$ cat config.mk
export PLATFORM = sky130hd
export DESIGN_NAME = serial_adder_seq
export DESIGN_NICKNAME = d
export VERILOG_FILES = /design/src/rtl/serial_adder_seq_pkg.sv /design/src/rtl/serial_adder_seq_fa_bit.sv /design/src/rtl/serial_adder_seq.sv
export SDC_FILE = /design/constraint.sdc
export NUM_CORES = 1
export LEC_CHECK = 0
export CORE_MARGIN = 2
export CORE_UTILIZATION = 58
export DETAILED_ROUTE_END_ITERATION = 8
export DONT_BUFFER_PORTS = 1
export HOLD_SLACK_MARGIN = 0.12
export PLACE_DENSITY = 0.73
export SLEW_MARGIN = 20
export SYNTH_ARGS = -nofsm -noshare
export SYNTH_HDL_FRONTEND = slang
export SYNTH_SLANG_ARGS = --single-unit
$ cat constraint.sdc
create_clock -name clk -period 3.24 [get_ports clk]
set_input_delay 0.648 -clock clk [delete_from_list [all_inputs] [get_ports clk]]
set_output_delay 0.648 -clock clk [all_outputs]
set_load 0.01 [all_outputs]
$ cat src/rtl/serial_adder_seq_pkg.sv
// Shared types for the bit-serial adder sequencer: FSM state encoding and
// the bit-counter width helper.
package serial_adder_seq_pkg;

   typedef enum logic [1:0] {
      ST_IDLE  = 2'd0,
      ST_SHIFT = 2'd1,
      ST_DONE  = 2'd2
   } state_e;

   // Counter must index WIDTH bits; keep at least one bit for tiny widths.
   function automatic int cnt_width(input int w);
      return (w > 1) ? $clog2(w) : 1;
   endfunction

endpackage

$ cat src/rtl/serial_adder_seq_fa_bit.sv
// fa_bit: gate-level 1-bit full adder used as the single arithmetic cell of
// the serial adder datapath.
module fa_bit (
   input  logic a,
   input  logic b,
   input  logic cin,
   output logic sum,
   output logic cout
);

   logic a_xor_b;

   assign a_xor_b = a ^ b;
   assign sum     = a_xor_b ^ cin;
   assign cout    = (a & b) | (a_xor_b & cin);

endmodule

$ cat src/rtl/serial_adder_seq.sv
// serial_adder_seq: WIDTH-bit adder that streams operands LSB-first through one
// fa_bit cell. Define SERIAL_ADD_OVF_EN to add the registered signed-overflow output ovf.
module serial_adder_seq
   import serial_adder_seq_pkg::*;
#(
   parameter int WIDTH = 4
) (
   input  logic             clk,
   input  logic             rst,
   input  logic             start,
   input  logic [WIDTH-1:0] a,
   input  logic [WIDTH-1:0] b,
   input  logic             cin,
   output logic             busy,
   output logic             done,
   output logic [WIDTH-1:0] sum,
   output logic             cout
`ifdef SERIAL_ADD_OVF_EN
   ,
   output logic             ovf
`endif
);

   localparam int               CNT_W    = cnt_width(WIDTH);
   localparam logic [CNT_W-1:0] CNT_LAST = CNT_W'(WIDTH - 1);

   state_e           state_q;
   logic [WIDTH-1:0] sh_a_q;
   logic [WIDTH-1:0] sh_b_q;
   logic [WIDTH-2:0] sh_s_q;
   logic             carry_q;
   logic [CNT_W-1:0] cnt_q;
   logic             busy_q;
   logic             done_q;
   logic [WIDTH-1:0] sum_q;
   logic             cout_q;
`ifdef SERIAL_ADD_OVF_EN
   logic             ovf_q;
`endif

   logic             fa_s;
   logic             fa_c;
   logic [WIDTH-1:0] sh_s_d;

   fa_bit u_fa (
      .a    (sh_a_q[0]),
      .b    (sh_b_q[0]),
      .cin  (carry_q),
      .sum  (fa_s),
      .cout (fa_c)
   );

   // sh_s_q keeps only the upper bits collected so far; the new bit enters at the MSB.
   assign sh_s_d = {fa_s, sh_s_q};

   // NOTE: every register here is written with <= so each branch reads pre-edge values.
   always_ff @(posedge clk) begin
      if (rst) begin
         state_q <= ST_IDLE;
         sh_a_q  <= '0;
         sh_b_q  <= '0;
         sh_s_q  <= '0;
         carry_q <= 1'b0;
         cnt_q   <= '0;
         busy_q  <= 1'b0;
         done_q  <= 1'b0;
         sum_q   <= '0;
         cout_q  <= 1'b0;
`ifdef SERIAL_ADD_OVF_EN
         ovf_q   <= 1'b0;
`endif
      end else begin
         done_q <= 1'b0;
         case (state_q)
            ST_IDLE: begin
               if (start) begin
                  sh_a_q  <= a;
                  sh_b_q  <= b;
                  carry_q <= cin;
                  cnt_q   <= '0;
                  busy_q  <= 1'b1;
                  state_q <= ST_SHIFT;
               end
            end
            ST_SHIFT: begin
               carry_q <= fa_c;
               sh_a_q  <= sh_a_q >> 1;
               sh_b_q  <= sh_b_q >> 1;
               sh_s_q  <= sh_s_d[WIDTH-1:1];
               if (cnt_q == CNT_LAST) begin
                  sum_q   <= sh_s_d;
                  cout_q  <= fa_c;
`ifdef SERIAL_ADD_OVF_EN
                  // carry_q here is the carry into the MSB.
                  ovf_q   <= carry_q ^ fa_c;
`endif
                  busy_q  <= 1'b0;
                  done_q  <= 1'b1;
                  state_q <= ST_DONE;
               end else begin
                  cnt_q <= cnt_q + CNT_W'(1);
               end
            end
            ST_DONE: state_q <= ST_IDLE;
            default: state_q <= ST_IDLE;
         endcase
      end
   end

   assign busy = busy_q;
   assign done = done_q;
   assign sum  = sum_q;
   assign cout = cout_q;
`ifdef SERIAL_ADD_OVF_EN
   assign ovf  = ovf_q;
`endif

endmodule
---- Yosys cells after proc, flatten, opt, wreduce, memory -nomap -nowiden ----
Index checks and enable logic that the tools add are counted.
word-level totals
  flip-flop bits (word level) ............. 23
  output and inout port bits .............. 7
  logic and storage cells ................. 46
operators by class
  $add $sub $neg .......................... 1
  equal/unequal tests ..................... 5
  multiplexer cells ....................... 16
  bitwise operators ....................... 6
  reduce and logical (&&, ||, !) cells .... 8
operators with widths
  kind                 number
  $pmux 4 s2           2
  $mux 2               4
  $mux 4               2
  $pmux 2 s2           2
  $ne 2x2->1 const B   3
  $reduce_and 2->1     3
  $reduce_and 3->1     2
  $mux 1               4
  $pmux 1 s2           2
  $add 2x1->2 const B  1
  $and 1x1->1          2
  $eq 2x1->1 const B   1
  $eq 2x2->1 const B   1
  $logic_not 2->1      1
  $reduce_bool 2->1    1
  $reduce_or 2->1      1
  $xor 1x1->1          2
  $not 1->1            1
  $or 1x1->1           1

---- Longest topological paths before layout ----
Gate-level depths: netlist of the first run.
  depth in word-level cells ............... 4
  gate-level depth with buffers ........... 5
  mapped depth without buffers ............ 4

---- Cells and area by module ----
From an unflattened synthesis of the first run, not the netlist that was laid out.
second synthesis, totals
  cell total of the unflattened synthesis .. 104
  area total of the unflattened synthesis .. 1,033.5 um^2
by module, submodules not included
  module            instances  cells each  area each (um^2)  seq. area each (um^2)
  serial_adder_seq  1          103         1,013.5           460.4
  fa_bit            1          1           20.0              0.0

---- Worst setup path after synthesis of the first run ----
No wires, ideal clock.
  path kind ............................... input to register
  start point ............................. input port start
  end point ............................... register sh_a_q[0]
  data arrival time ....................... 1.153 ns
  required time ........................... 3.106 ns
  setup slack ............................. 1.954 ns
  stages .................................. 4
  cell sequence ........................... nor2b_4 -> buf_12 -> mux2i_1 -> a211oi_1
between the ends
  longest elaborated chain between the ends .. 2
ends and longest elaborated chain
  what                        line                    RTL
  from (decl)                 serial_adder_seq.sv:10  input logic start,
  $ne 2x2->1 (no line)        --
  $reduce_and 2->1 (no line)  --
  to (signal assigned)        serial_adder_seq.sv:87  sh_a_q <= sh_a_q >> 1;
  to (decl)                   serial_adder_seq.sv:28  logic [WIDTH-1:0] sh_a_q;
No other way between the ends.
A chain may end at the register's enable or synchronous reset.

---- Final worst setup path of the first run ----
  start point ............................. register state_q[1]
  end point ............................... register sh_a_q[2]
between the ends
  longest elaborated chain between the ends .. 3
ends and longest elaborated chain
  what                                                       line                    RTL
  from (decl)                                                serial_adder_seq.sv:27  state_e state_q;
  from (signal assigned)                                     serial_adder_seq.sv:59  state_q <= ST_IDLE;
  from (signal assigned)                                     serial_adder_seq.sv:82  state_q <= ST_SHIFT;
  from (signal assigned)                                     serial_adder_seq.sv:99  state_q <= ST_DONE;
  $eq 2x1->1 or $logic_not 2->1 (tied branches)              serial_adder_seq.sv:74  case (state_q)
  $reduce_bool 2->1 (no line) or $ne 2x2->1 (tied branches)  --
  $reduce_and 2->1 (no line)                                 --
Parallel ways exist; a longest one is shown, timed or not.

==> metrics.md, run 1 <==
| Metric | Value |
|---|---|
| P_sw | `117 µW` |
| Total track usage | `19.0%` |
| Setup violations, final | `0` |
| GR Overflow Total | `0` |
| Synth Area in Compound Gates | `11.9%` |
| Post-Synth XOR/XNOR Area | `0%` |
| Cts repair resizes | `0` |
| IO Port Bufs | `0` |
| Worst min-delay path class | `primary input to flop` |
| Pwr Density | `491 nW/µm²` |
| Yosys top cell area share | `46.6%` |
| Synth warnings | `0` |
| Mapped Nets | `113` |
| Post-synth cell types | `23` |
| Crit Path Category | `flop to flop` |
| Main combinational cell family by area after synthesis | `multiplexers` |
| Worst-Skew Late Latency | `0.30 ns` |
| Clock sink total | `23` |
| Worst setup startpoint | `state_q[1]$_SDFFE_PP0P_` |
| Final net count | `111` |
| IO Pins | `19` |
| Reg area | `460 µm²` |
| CTS Buffer Depth | `2` |
| Synth Area in Simple Gates | `14.3%` |
| Hold_buf cts | `0` |
| Prevailing post-synth register cell | `dfxtp_1` |
| Worst path required time | `3.46 ns` |
| Worst Skew | `0.00669 ns` |
| Routed vias/inst | `5.83` |
| TritonRoute pass-1 iters | `3` |
| Reg2reg setup slack | `1.66 ns` |
| # diodes | `0` |
| Commonest cells post-synth | `23 x dfxtp_1, 19 x nor2_1, 16 x mux2i_1, 7 x a211oi_1, 5 x o21ai_0` |
| Pwr Total | `481 µW` |
| Synth Instances | `98` |
| Synthesized area | `988 µm²` |
| Worst r2r src | `state_q[1]$_SDFFE_PP0P_` |
| Syn-to-layout area delta | `-0.886%` |
| Core Rows | `14` |
| CP max FO | `17` |
| Logic gate share of total power | `8.6%` |
| Hold Path End | `cout$_SDFFE_PP0P_` |
| Pleak | `0.435 nW` |
| Worst-path clk slew | `0.13 ns` |
| Share of layout cells above drive strength 1 | `6.32%` |
| Critical Path Start Type | `flop` |
| WP data arrival | `1.80 ns` |
| DP Wirelength | `1120 µm` |
| Setup ws final | `1.66 ns` |
| Outcome | `complete, no violations` |
| WL/cell | `14.6 µm` |
| R2r endpoint | `sh_a_q[2]$_SDFFE_PP0P_` |
| Post-route ant nets | `0` |
| Hold Startpoint | `rst` |
| Cell Int Power | `364 µW` |
| Vias in the first global route | `638` |
| Post-synth EDFFs | `0` |
| Number of fill cells in the layout | `140` |
| Drc violations | `0` |
| Final slew viol count | `0` |
| Iteration-0 DRC count of the detailed router | `3` |
| Die X | `45.3 µm` |
| Switching Fraction | `24.3%` |
| Post-synth top area cell | `dfxtp_1` |
| Total of max-cap violations | `0` |
| Via count | `647` |
| CTS tree | `built` |
| Total Wirelength | `1620 µm` |
| Top cells by area, synth | `dfxtp_1 47%, mux2i_1 16%, nor2_1 7.2%` |
| Routability cong. | `0.752` |
| Setup crit end kind | `flop` |
| Area of the multi-input gates | `464 µm²` |
| R2R cell count | `3` |
| Hold depth | `1` |
| Slew Limit Headroom | `56.1%` |
| Register area share after synthesis | `46.6%` |
| Adder-cell share of the synthesized area | `4.56%` |
| Most common cell in the synthesized netlist | `dfxtp_1` |
| Setup TNS | `0 ns` |
| Max VDD drop | `0.000274 V` |
| Starting density of the core | `63.4%` |
| Largest net degree at the start of global routing | `24` |
| Flop pwr share | `64.4%` |
| Avg Cell Area, Syn | `10.1 µm²` |
| Synth Register Bits | `23` |
| Fin crit share | `48.7%` |
| Die height | `45.3 µm` |
| RSZ-0062 raised after global routing | `no` |
| Core Area | `1560 µm²` |
| H-tree levels | `1` |
| Final hold viol count | `0` |
| Max frequency | `633 MHz` |
| Pre-CTS setup slack | `1.70 ns` |
| Clk root buf | `clkbuf_4` |
| Die ar. | `2050 µm²` |
| Tmin final | `1.58 ns` |
| Worst-margin pin slew | `0.659 ns` |
| Clock power share | `26.9%` |
| Asr flop ratio synth | `0%` |
| Multiplexer share of the synthesized area | `16.2%` |
| Global-route wire length before repair | `2810 µm` |
| Clock buffer count from CTS | `3` |
| Antenna violations before repair | `0` |
| Setup Fix Bufs, Post-CTS | `0` |
area by class of cell:
cell class,count,share of cell area (%)
multi-input cells,66,47.4
flip-flops and latches,23,47.0
clock buffers,3,2.30
well taps,16,2.04
inverters,2,0.766
clock inverters,1,0.511
state kept, by name, indices dropped and copies added, names as in the netlist:
name	count
cnt_q	2
state_q	2
sh_b_q	4
sh_a_q	4
busy	1
done	1
carry_q	1
cout	1
sum	4
sh_s_q	3
worst max path at each step:
stage,slack (ns),endpoint,cells past startpoint
after floorplan,1.95,sh_a_q[0]$_SDFFE_PP0P_,4
after global placement,1.76,sh_a_q[2]$_SDFFE_PP0P_,3
after detailed placement,1.70,sh_a_q[2]$_SDFFE_PP0P_,3
after CTS,1.66,sh_a_q[2]$_SDFFE_PP0P_,3
after global routing,1.47,sh_a_q[2]$_SDFFE_PP0P_,3
final,1.66,sh_a_q[2]$_SDFFE_PP0P_,3
critical path: stages (launching register included):
cell and delay (ns):
dfxtp_1 0.55, nand2b_1 0.59, nor2_1 0.09, a211oi_1 0.27
cell usage in the layout (no fill, tap or decap):
cell and n:
inv_1 2, nand3_1 2, dfxtp_1 23, ha_1 2, nand3b_1 2, nor4b_1 1, nor2b_4 1, nor2_1 19
nand2b_1 1, a31oi_1 2, o21ai_0 5, mux2i_1 16, o21bai_1 1, nand3b_2 1, fa_1 1, clkinv_2 1
nor3_1 1, a211oi_1 7, clkbuf_4 3, a21oi_1 4
power groups by stage:
stage	combinational [mW]	clock (mW)	sequential (mW)
finish	0.0416	0.130	0.310
global route	0.0482	0.148	0.312
CTS	0.0421	0.135	0.310
detailed placement	0.0417	0	0.316
global placement	0.0405	0	0.315
floorplan	0.0458	0	0.311
kinds of logic after synthesis:
| group | after synthesis |
|---|---|
| compound gates | 19 |
| fa+ha+maj | 3 |
| buf+inv | 9 |
| flops | 23 |
| mux | 16 |
| simple gates | 28 |
routing by layer:
metal | GRT usage, % | vias up | wire [µm]
met1 | 25.2 | 302 | 798
li1 | - | 334 | -
met5 | 0 | - | 0
met2 | 30.9 | 11 | 767
met4 | 5.29 | 0 | 0
met3 | 4.40 | 0 | 51
per-stage QoR:
step                      util (%)  area [µm²]  std cells  hold WS, ns
final                         62.8         980        111        0.394
after CTS                     62.8         980        111        0.383
after global placement        61.1         952        107        0.474
after floorplan                  -         988         98        0.454
after global routing          62.8         980        111        0.366
after detailed placement      61.1         952        107        0.465
No activity file was read; power rests on OpenSTA's default activity.
==> inputs of run 2 (changes only) <==
==> constraint.sdc (replaced) <==
create_clock -name clk -period 1.5 [get_ports clk]
set_input_delay 0.3 -clock clk [delete_from_list [all_inputs] [get_ports clk]]
set_output_delay 0.3 -clock clk [all_outputs]
set_load 0.01 [all_outputs]
==> run 2 against run 1 <==
Effect of this change:
- power rose by 120%
- worst hold slack worse by 0.23 ns
- combinational power rose to 2.6 times the previous value
- clock skew shrank 0.0018 ns
- non-clock buffer count rose by 4
- cell count rose by 3.6%
- setup slack worse by 1.5 ns
- critical endpoint unchanged
- largest power group unchanged
- highest routed layer is now met4
==> metrics.md, run 2 (synthesized netlist as in run 1, its figures left out) <==
| Metric | Value |
|---|---|
| Outcome | `complete, no violations` |
| Critical Path Start Type | `primary input` |
| GR Overflow Total | `0` |
| Worst min-delay path class | `primary input to flop` |
| Most frequent cells in the layout | `23 x dfxtp_1, 19 x nor2_1, 16 x mux2i_1` |
| Cts repair resizes | `0` |
| Number of fill cells in the layout | `117` |
| Global-route wire length before repair | `2900 µm` |
| Tmin final | `1.34 ns` |
| Reg2reg setup slack | `0.17 ns` |
| Routed vias/inst | `5.94` |
| Routability cong. | `0.759` |
| Clock buffer count from CTS | `3` |
| Worst r2r src | `state_q[1]$_SDFFE_PP0P_` |
| Most common cell after layout, fill and taps aside | `dfxtp_1` |
| CP cell instances | `dlygate4sd3_1 -> a211oi_1` |
| P_sw | `267 µW` |
| Die height | `45.3 µm` |
| Hold_ws | `0.162 ns` |
| Total track usage | `20.0%` |
| Drc violations | `0` |
| Area of the multi-input gates | `464 µm²` |
| Final net count | `115` |
| CP max stage delay | `1.09 ns` |
| # diodes | `0` |
| Max VDD drop | `0.000660 V` |
| CP delay by family, top | `buffers and inverters` |
| Pwr Total | `1.06 mW` |
| Switching Fraction | `25.2%` |
| CP max FO | `23` |
| Via count | `683` |
| Setup crit end kind | `flop` |
| WP data arrival | `1.50 ns` |
| Share of layout cells above drive strength 1 | `8.08%` |
| Antenna violations before repair | `0` |
| Flop pwr share | `63.1%` |
| Slew Limit Headroom | `43.9%` |
| Clk root buf | `clkbuf_4` |
| Fin crit share | `89.6%` |
| Starting density of the core | `63.4%` |
| Pwr Density | `1050 nW/µm²` |
| TritonRoute pass-1 iters | `3` |
| Setup violations, final | `0` |
| H-tree levels | `1` |
| Worst path required time | `1.66 ns` |
| Core Area | `1560 µm²` |
| Buffers & Inverters on Critical Path | `1` |
| RSZ-0062 raised after global routing | `no` |
| IO Pins | `19` |
| CTS tree | `built` |
| Reg area | `460 µm²` |
| Final slew viol count | `0` |
| Total of max-cap violations | `0` |
| Post-route ant nets | `0` |
| CP max stage cell | `dlygate4sd3_1` |
| Pleak | `0.453 nW` |
| Worst-margin pin slew | `0.839 ns` |
| Setup Fix Bufs, Post-CTS | `0` |
| Cell Int Power | `795 µW` |
| Die ar. | `2050 µm²` |
| Core Rows | `14` |
| Syn-to-layout area delta | `2.66%` |
| Clock power share | `26.5%` |
| Clock sink total | `23` |
| Worst-Skew Late Latency | `0.31 ns` |
| CTS Buffer Depth | `2` |
| Logic gate share of total power | `10.4%` |
| DP Wirelength | `1230 µm` |
| WL/cell | `14.9 µm` |
| Hold Startpoint | `a[3]` |
| Vias in the first global route | `654` |
| Die X | `45.3 µm` |
| Total Wirelength | `1720 µm` |
| IO Port Bufs | `0` |
| Largest net degree at the start of global routing | `24` |
| Worst Skew | `0.00484 ns` |
| Iteration-0 DRC count of the detailed router | `9` |
| Worst setup startpoint | `rst` |
| Max frequency | `744 MHz` |
| Final hold viol count | `0` |
| Crit Path Category | `primary input to flop` |
| Worst-path clk slew | `0.13 ns` |
| Setup TNS | `0 ns` |
## run 2: cell count changes in the layout (fill, tap and decap cells not counted)
cell           previous run  this run
buf_4                     0         2
dlygate4sd3_1             0         2
## run 2: final timing paths
path / end / depth (start not counted)
max reg2reg: sh_a_q[2]$_SDFFE_PP0P_ / 4
min reg2reg: sh_b_q[3]$_SDFFE_PP0P_ / 2
min: sh_a_q[3]$_SDFFE_PP0P_ / 2
max: sh_a_q[2]$_SDFFE_PP0P_ / 2
## run 2: per-layer routing
metal  vias to the layer above  GRT usage [%]  part of all wire, %
li1                        344              -                    -
met1                       326           24.4                   45
met5                         -              0                    0
met2                        11           32.6                   51
met4                         0           8.82                 0.76
met3                         2           5.60                  3.5
## run 2: power groups by stage
| stage | Clock (mW) | Combinational, mW | Sequential [mW] |
|---|---|---|---|
| after floorplan | 0 | 0.0990 | 0.672 |
| after global placement | 0 | 0.0927 | 0.681 |
| after detailed placement | 0 | 0.0975 | 0.684 |
| final | 0.282 | 0.110 | 0.670 |
| after global routing | 0.314 | 0.126 | 0.675 |
| after CTS | 0.295 | 0.109 | 0.670 |
## run 2: area by class of cell
class	count	share of cell area (%)
Clock buffer	3	2.22
Tap cell	16	1.97
Clock inverter	1	0.493
Multi-Input combinational cell	66	45.7
Sequential cell	23	45.4
Inverter	2	0.740
Timing Repair Buffer	4	3.45
## run 2: metrics by stage
step / instances / setup slack (ns) / utilization (%) / instance area, µm²
2_1_floorplan: 98 / 0.339 / - / 988
3_3_place_gp: 109 / 0.275 / 62.0 / 967
3_5_place_dp: 109 / 0.227 / 62.0 / 967
4_1_cts: 114 / 0.165 / 64.4 / 1000
5_1_grt: 115 / 0.0597 / 65.1 / 1010
6_report: 115 / 0.156 / 65.1 / 1010
## run 2: timing repair
action	4_1_cts	5_1_grt
setup endpoints to repair	0	0
endpoints found under the hold margin	23	1
hold buffers	1	1
